[src/rtl/alarm_ui_pkg.sv]
// Shared types, BCD limits and BCD increment helpers for the alarm front-panel controller.
package alarm_ui_pkg;

    typedef enum logic [2:0] {
        RUN    = 3'd0,
        T_HR   = 3'd1,
        T_MIN  = 3'd2,
        A_HR   = 3'd3,
        A_MIN  = 3'd4,
        RING   = 3'd5,
        ACK    = 3'd6,
        SNZ_LD = 3'd7
    } ui_state_t;

    typedef enum logic {
        KIND_STOP   = 1'b0,
        KIND_SNOOZE = 1'b1
    } stop_kind_t;

    localparam logic [5:0] HR_MAX  = 6'h23;
    localparam logic [7:0] MIN_MAX = 8'h59;

    // Hours are kept as {tens[1:0], units[3:0]}
    function automatic logic [5:0] bcd_hr_inc(input logic [5:0] hr);
        if (hr == HR_MAX)
            return 6'h00;
        else if (hr[3:0] == 4'd9)
            return {hr[5:4] + 2'd1, 4'd0};
        else
            return {hr[5:4], hr[3:0] + 4'd1};
    endfunction

    function automatic logic [7:0] bcd_min_inc(input logic [7:0] mm);
        if (mm == MIN_MAX)
            return 8'h00;
        else if (mm[3:0] == 4'd9)
            return {mm[7:4] + 4'd1, 4'd0};
        else
            return {mm[7:4], mm[3:0] + 4'd1};
    endfunction

endpackage

[src/rtl/alarm_bcd_adder.sv]
// Combinational hh:mm + k minutes (k in 1..9) in BCD, wrapping at 24 h.
module alarm_bcd_adder
    import alarm_ui_pkg::*;
(
    input  logic [5:0] hr,
    input  logic [7:0] min,
    input  logic [3:0] k,
    output logic [5:0] sum_hr,
    output logic [7:0] sum_min
);

    logic [4:0] units;
    logic [4:0] units_adj;

    always_comb begin
        units     = {1'b0, min[3:0]} + {1'b0, k};
        units_adj = units - 5'd10;
        sum_hr    = hr;
        sum_min   = min;
        if (units > 5'd9) begin
            sum_min[3:0] = units_adj[3:0];
            if (min[7:4] == 4'd5) begin
                sum_min[7:4] = 4'd0;
                sum_hr       = bcd_hr_inc(hr);
            end else begin
                sum_min[7:4] = min[7:4] + 4'd1;
            end
        end else begin
            sum_min[3:0] = units[3:0];
        end
    end

endmodule

[src/rtl/alarm_ui_ctrl.sv]
// Front-panel edit FSM and ring/snooze sequencer driving the alarm_clock load and alarm inputs.
module alarm_ui_ctrl #(
    parameter int SNOOZE_MIN = 5,
    parameter int MAX_SNOOZE = 3
) (
    input  logic       clk,
    input  logic       areset_n,
    input  logic       btn_mode,
    input  logic       btn_inc,
    input  logic       btn_snooze,
    input  logic       btn_stop,
    input  logic       btn_arm,
    input  logic [1:0] cur_hr_1,
    input  logic [3:0] cur_hr_0,
    input  logic [3:0] cur_min_1,
    input  logic [3:0] cur_min_0,
    input  logic       alarm_in,
    output logic [1:0] hr_in_1,
    output logic [3:0] hr_in_0,
    output logic [3:0] min_in_1,
    output logic [3:0] min_in_0,
    output logic       LD_time,
    output logic       LD_alarm,
    output logic       STOP_alarm,
    output logic       AL_ON,
    output logic [2:0] ui_state,
    output logic [7:0] edit_hh,
    output logic [7:0] edit_mm
);
    import alarm_ui_pkg::*;

    ui_state_t  state, state_n;
    stop_kind_t kind, kind_n;
    logic [3:0] snz_cnt, snz_cnt_n;
    logic       snz_phase, snz_phase_n;
    logic [5:0] edit_hr, edit_hr_n, shadow_hr, shadow_hr_n;
    logic [5:0] out_hr, out_hr_n, sum_hr, sum_hr_n, add_hr;
    logic [7:0] edit_min, edit_min_n, shadow_min, shadow_min_n;
    logic [7:0] out_min, out_min_n, sum_min, sum_min_n, add_min;
    logic       ld_time_n, ld_alarm_n, stop_n, al_on_n;
    logic       p_stop, p_snz, p_mode, p_inc, p_arm, ring_req;

    // Only the highest-priority button of a cycle survives
    assign p_stop   = btn_stop;
    assign p_snz    = btn_snooze & ~btn_stop;
    assign p_mode   = btn_mode & ~btn_snooze & ~btn_stop;
    assign p_inc    = btn_inc & ~btn_mode & ~btn_snooze & ~btn_stop;
    assign p_arm    = btn_arm & ~btn_inc & ~btn_mode & ~btn_snooze & ~btn_stop;
    assign ring_req = alarm_in & AL_ON;

    alarm_bcd_adder u_adder (
        .hr      ({cur_hr_1, cur_hr_0}),
        .min     ({cur_min_1, cur_min_0}),
        .k       (4'(SNOOZE_MIN)),
        .sum_hr  (add_hr),
        .sum_min (add_min)
    );

    always_ff @(posedge clk or negedge areset_n) begin
        if (!areset_n)
            state <= RUN;
        else
            state <= state_n;
    end

    always_comb begin
        state_n = state;
        case (state)
            RUN:     if (ring_req) state_n = RING; else if (p_mode) state_n = T_HR;
            T_HR:    if (p_mode) state_n = T_MIN;
            T_MIN:   if (p_mode) state_n = A_HR;
            A_HR:    if (p_mode) state_n = A_MIN;
            A_MIN:   if (p_mode) state_n = RUN;
            RING:    if (p_stop || p_snz) state_n = ACK;
            ACK:     if (!alarm_in) state_n = SNZ_LD;
            SNZ_LD:  if (snz_phase) state_n = RUN;
            default: state_n = RUN;
        endcase
    end

    always_comb begin
        edit_hr_n    = edit_hr;
        edit_min_n   = edit_min;
        shadow_hr_n  = shadow_hr;
        shadow_min_n = shadow_min;
        out_hr_n     = out_hr;
        out_min_n    = out_min;
        sum_hr_n     = sum_hr;
        sum_min_n    = sum_min;
        kind_n       = kind;
        snz_cnt_n    = snz_cnt;
        snz_phase_n  = 1'b0;
        ld_time_n    = 1'b0;
        ld_alarm_n   = 1'b0;
        stop_n       = STOP_alarm;
        al_on_n      = AL_ON;
        case (state)
            RUN: begin
                if (!ring_req) begin
                    if (p_mode) begin
                        edit_hr_n  = {cur_hr_1, cur_hr_0};
                        edit_min_n = {cur_min_1, cur_min_0};
                    end else if (p_arm) begin
                        al_on_n = ~AL_ON;
                    end
                end
            end
            T_HR, A_HR: if (p_inc) edit_hr_n = bcd_hr_inc(edit_hr);
            T_MIN: begin
                if (p_mode) begin
                    out_hr_n   = edit_hr;
                    out_min_n  = edit_min;
                    ld_time_n  = 1'b1;
                    edit_hr_n  = shadow_hr;
                    edit_min_n = shadow_min;
                end else if (p_inc) begin
                    edit_min_n = bcd_min_inc(edit_min);
                end
            end
            A_MIN: begin
                if (p_mode) begin
                    shadow_hr_n  = edit_hr;
                    shadow_min_n = edit_min;
                    out_hr_n     = edit_hr;
                    out_min_n    = edit_min;
                    ld_alarm_n   = 1'b1;
                    al_on_n      = 1'b1;
                end else if (p_inc) begin
                    edit_min_n = bcd_min_inc(edit_min);
                end
            end
            RING: begin
                if (p_stop) begin
                    kind_n = KIND_STOP;
                    stop_n = 1'b1;
                end else if (p_snz) begin
                    stop_n = 1'b1;
                    if (snz_cnt < 4'(MAX_SNOOZE)) begin
                        kind_n    = KIND_SNOOZE;
                        snz_cnt_n = snz_cnt + 4'd1;
                    end else begin
                        kind_n = KIND_STOP;
                    end
                end
            end
            ACK: if (!alarm_in) stop_n = 1'b0;
            SNZ_LD: begin
                // First cycle captures now+SNOOZE_MIN, second cycle issues the load
                if (!snz_phase) begin
                    snz_phase_n = 1'b1;
                    sum_hr_n    = add_hr;
                    sum_min_n   = add_min;
                end else if (kind == KIND_SNOOZE) begin
                    out_hr_n   = sum_hr;
                    out_min_n  = sum_min;
                    ld_alarm_n = 1'b1;
                end else begin
                    if (snz_cnt != 4'd0) begin
                        out_hr_n   = shadow_hr;
                        out_min_n  = shadow_min;
                        ld_alarm_n = 1'b1;
                    end
                    snz_cnt_n = 4'd0;
                end
            end
            default: ;
        endcase
    end

    always_ff @(posedge clk or negedge areset_n) begin
        if (!areset_n) begin
            edit_hr    <= '0;
            edit_min   <= '0;
            shadow_hr  <= '0;
            shadow_min <= '0;
            out_hr     <= '0;
            out_min    <= '0;
            sum_hr     <= '0;
            sum_min    <= '0;
            kind       <= KIND_STOP;
            snz_cnt    <= '0;
            snz_phase  <= 1'b0;
            LD_time    <= 1'b0;
            LD_alarm   <= 1'b0;
            STOP_alarm <= 1'b0;
            AL_ON      <= 1'b0;
        end else begin
            edit_hr    <= edit_hr_n;
            edit_min   <= edit_min_n;
            shadow_hr  <= shadow_hr_n;
            shadow_min <= shadow_min_n;
            out_hr     <= out_hr_n;
            out_min    <= out_min_n;
            sum_hr     <= sum_hr_n;
            sum_min    <= sum_min_n;
            kind       <= kind_n;
            snz_cnt    <= snz_cnt_n;
            snz_phase  <= snz_phase_n;
            LD_time    <= ld_time_n;
            LD_alarm   <= ld_alarm_n;
            STOP_alarm <= stop_n;
            AL_ON      <= al_on_n;
        end
    end

    assign hr_in_1  = out_hr[5:4];
    assign hr_in_0  = out_hr[3:0];
    assign min_in_1 = out_min[7:4];
    assign min_in_0 = out_min[3:0];
    assign ui_state = state;
    assign edit_hh  = {2'b00, edit_hr};
    assign edit_mm  = edit_min;

endmodule

[config.mk]
export PLATFORM = sky130hd
export DESIGN_NAME = alarm_ui_ctrl
export DESIGN_NICKNAME = d
export VERILOG_FILES = /design/src/rtl/alarm_ui_pkg.sv /design/src/rtl/alarm_bcd_adder.sv /design/src/rtl/alarm_ui_ctrl.sv
export SDC_FILE = /design/constraint.sdc
export NUM_CORES = 1
export LEC_CHECK = 0
export BUFFER_PORTS_ARGS = -buffer_cell sky130_fd_sc_hd__buf_2
export CORE_ASPECT_RATIO = 1.25
export CORE_MARGIN = 1.5
export CORE_UTILIZATION = 31
export CTS_CLUSTER_DIAMETER = 40
export DETAILED_ROUTE_END_ITERATION = 10
export PLACE_DENSITY = 0.59
export SLEW_MARGIN = 10
export SYNTH_ARGS = -nofsm -noshare
export SYNTH_HDL_FRONTEND = slang
export SYNTH_SLANG_ARGS = --single-unit
[constraint.sdc]
create_clock -name clk -period 2.1 [get_ports clk]
set_input_delay 0.63 -clock clk [delete_from_list [all_inputs] [get_ports clk]]
set_output_delay 0.63 -clock clk [all_outputs]
set_load 0.005 [all_outputs]
==> impl_metrics.ini <==
[critical_path]
regToRegSetupSlack_ps = 100
reg2reg_from = ui_state[1]$_DFFE_PN0P_
path_cells = buf_8 > ha_4 > xor2_4 > ha_4 > inv_4 > o21ai_4 > a41oi_2 > buf_6 > or4_4 > a31oi_1
cp_data_arrival_time_ps = 2410
timing.critical_path.mode_cell = ha_4
worstSetupStartpointType = input port
slowest_stage = or4_4
cp.required_ps = 2360
slowest_delay_ps = 500
reg2reg_depth = 6
worstReg2RegEnd = edit_mm[5]$_DFFE_PN0P_
critPathKind = input port to flip-flop
crit_path_max_fanout = 6
endpoint_kind = flip-flop

[global_route]
grt_pass1_vias = 4020
overflow = 0
antenna_found_initial = 0
grt_max_degree = 70
grt_use_total_pct = 17.9
grt_pass1_wl_mm = 20.1

[floorplanning]
die_y_um = 134
initial_core_util_pct = 31.8
ios = 59
coreArea_sq_um = 13300
dieWidth_um = 107
rows = 47
die_area_sq_um = 14400

[routing]
vias = 3993
via_per_inst = 5.31
wl_met2_mm = 6.09
drt_wl_total_mm = 12.2
met3WireLength_um = 664
detail-route-antenna-nets = 0
wirelength_met1_mm = 5.19
wl_per_cell_um = 16.2
route.top_layer_used = met4
drt-pass1-iter-count = 8
initialDrtViolationCount = 268
drc = 0

[power]
cellPowerDensity_nw_per_um2 = 1400
swShare_pct = 40.3
p_seq_share_pct = 31.2
clkPwrFrac_pct = 20.2
pwr-share-comb_pct = 48.7
leakagePower_uw = 0.00252
internal_power_uw = 4680
switching_power_uw = 3160
ir_drop_mv = 0.550

[clock_network]
htree_num_levels = 3
clkTransAtPathRegs_ps = 50
cts_sinks = 69
cts_tree = built
insertion_delay_ps = 340
root_buffer = clkbuf_16
ctsHoldBuffers = 0
cts-buffers-inserted = 9
cts.path.max_buffers = 2

[layout]
post-route-util_pct = 42.2
fillCellCount = 1363
areaGrowthSynthToFinish_pct = 32.6
drive_gt1_share_pct = 31.5
n_antenna_cell = 0
multiInputGateArea_sq_um = 2380
regArea_sq_um = 1730
final_nets = 614

[timing]
rsz0062_at_grt = true
hold_violations = 0
fin_crit_sh_pct = 102
fin_crit_ps = 2150
finalWorstSetupSlack_ps = -51.7
maxSlewViolCount = 0
setup_viol = 4
finalClockSkew_ps = 6.95
max_freq_mhz = 465

[synthesis]
synth_compound_area_share_pct = 23.1
ys.flop_type = dfrtp_1
synth_area_sq_um = 4230
yosysSeqAreaShare_pct = 40.8
ys_async_sr_fraction_pct = 100
synthXorXnorAreaFrac_pct = 1.42
avgSynthCellArea_sq_um = 9.15
synth_cell_types = 74
synth_warnings = 0
synth_top_family_by_area = compound AO/OA/AOI/OAI gates
synth_simple_gate_area_share_pct = 18.7
synth_edf_count = 0
synthAdderAreaFrac_pct = 4.73
synthMuxAreaShare_pct = 5.95
ys_seq_elements = 69
netlist_instances = 462

[outcome]
violations = setup timing
status = finished, violations left

[place]
io_buffers = 56
place_ws_ps = -598
hpwl_mm = 9.21
gp_congestion = 0.859

[worst_hold_path]
min_path_type = input port to asynchronous set/reset pin

[flow_run]
cap_violations = 0
[cell usage in the layout (no fill, tap or decap), types with 3 or more instances in the layout]
cell and instances:
nor2b_1 6, o31ai_1 5, mux2_2 9, a21oi_1 31
nand2b_1 4, a221oi_1 3, mux2i_1 15, nor2_1 39
buf_12 3, o32ai_1 6, and3_1 3, clkbuf_1 3
nand3_1 13, xnor2_1 4, a31oi_1 8, nor4b_1 5
or4_1 3, o211ai_1 5, ha_1 12, inv_1 23
buf_2 55, nand2_1 42, buf_4 66, a21o_1 5
inv_2 3, clkbuf_16 9, dfrtp_1 69, a21oi_2 5
o21ai_0 46, nand3b_1 3, nor3_1 5, ha_4 3
[cells by family after synthesis]
group,count (synthesis)
buffers and inverters,52
xor gates and xnor gates,6
muxes,24
DFF,69
adders and majority gates,16
and+or+nand+nor,147
AOI/OAI and AO/OA,147
other,1
[final cells by class]
cell class | instances | share of cell area, %
inverters | 27 | 1.85
flip-flops and latches | 69 | 30.8
multi-input cells | 342 | 42.5
well taps | 171 | 3.82
clock buffers | 12 | 4.22
clock inverters | 4 | 1.29
repair buffers | 127 | 15.6
[sequential cells by signal, summed over array words and instances, names as in the netlist, 3 cells and up]
| signal | count |
|---|---|
| snz_cnt | 4 |
| edit_hr | 6 |
| shadow_min | 8 |
| ui_state | 3 |
| sum_min | 8 |
| out_hr | 6 |
| edit_mm | 8 |
| out_min | 8 |
| sum_hr | 6 |
| shadow_hr | 6 |
[synthesized netlist by cell type, types with 4 or more instances]
library cell | n | area (sq um)
buf_2 | 9 | 45.0
or4_1 | 5 | 37.5
nand2b_1 | 4 | 25.0
ha_1 | 16 | 200
mux2i_1 | 15 | 150
dfrtp_1 | 69 | 1730
nor4b_1 | 5 | 43.8
o32ai_1 | 6 | 52.6
nor3_1 | 5 | 25.0
a21oi_2 | 4 | 35.0
o21ai_0 | 47 | 235
a31oi_1 | 8 | 50.1
nor2_1 | 39 | 146
mux2_2 | 9 | 101
o31ai_1 | 5 | 37.5
nand3_1 | 13 | 65.1
nor2b_1 | 6 | 37.5
clkbuf_1 | 10 | 37.5
nand2_1 | 42 | 158
a21o_1 | 5 | 37.5
inv_1 | 27 | 101
o211ai_1 | 5 | 37.5
a21oi_1 | 32 | 160
xnor2_1 | 4 | 35.0
[critical path, delay by kind of cell]
family / cells / cell delay, ps
buffers and inverters: 3 / 290
AND/OR/NAND/NOR: 1 / 500
XOR/XNOR: 1 / 180
adder cells (fa/ha/maj): 2 / 330
AO/OA/AOI/OAI: 3 / 460
[power by group through the flow]
stage          Sequential, uW  Clock (uW)  Combinational (uW)
2_1_floorplan            2390           0                2230
3_3_place_gp             2440           0                3670
3_5_place_dp             2460           0                3760
4_1_cts                  2440        1600                3800
5_1_grt                  2530        1670                4240
6_report                 2440        1580                3820
[per-stage QoR]
step	instance area [sq um]	instances	TNS (ps)	hold slack (ps)	total power [uW]
final	5610	752	-128	289	7840
after global routing	5610	752	-576	330	8430
after CTS	5560	752	-446	321	7840
after detailed placement	5180	732	-6260	465	6220
after global placement	5180	732	-4980	462	6110
after floorplan	4260	463	-1250	334	4630
[worst max path at each step]
stage            startpoint                      to  slack [ps]  depth (start not counted)
3_3_place_gp   cur_min_0[0]   sum_hr[1]$_DFFE_PN0P_        -510                         11
3_5_place_dp   cur_min_0[0]   sum_hr[2]$_DFFE_PN0P_        -600                         11
2_1_floorplan  cur_min_0[0]  sum_min[6]$_DFFE_PN0P_        -170                         10
5_1_grt        cur_min_0[0]   sum_hr[0]$_DFFE_PN0P_        -120                         10
6_report       cur_min_0[0]   sum_hr[0]$_DFFE_PN0P_         -50                         10
4_1_cts        cur_min_0[1]   sum_hr[1]$_DFFE_PN0P_        -130                         10
[repair_timing]
item,CTS,global route
gates cloned,1,0
pin swaps,17,11
resized for setup,11,11
setup endpoints to repair,8,15
hold endpoints to repair,0,0
setup buffers,3,0
[per-layer routing]
layer	vias to the layer above	global-route usage, %
met5	-	0
met4	0	6.65
met3	19	3.47
met2	132	30.0
met1	1925	22.7
li1	1917	-
Note: power is estimated with default switching activity, not from simulation.
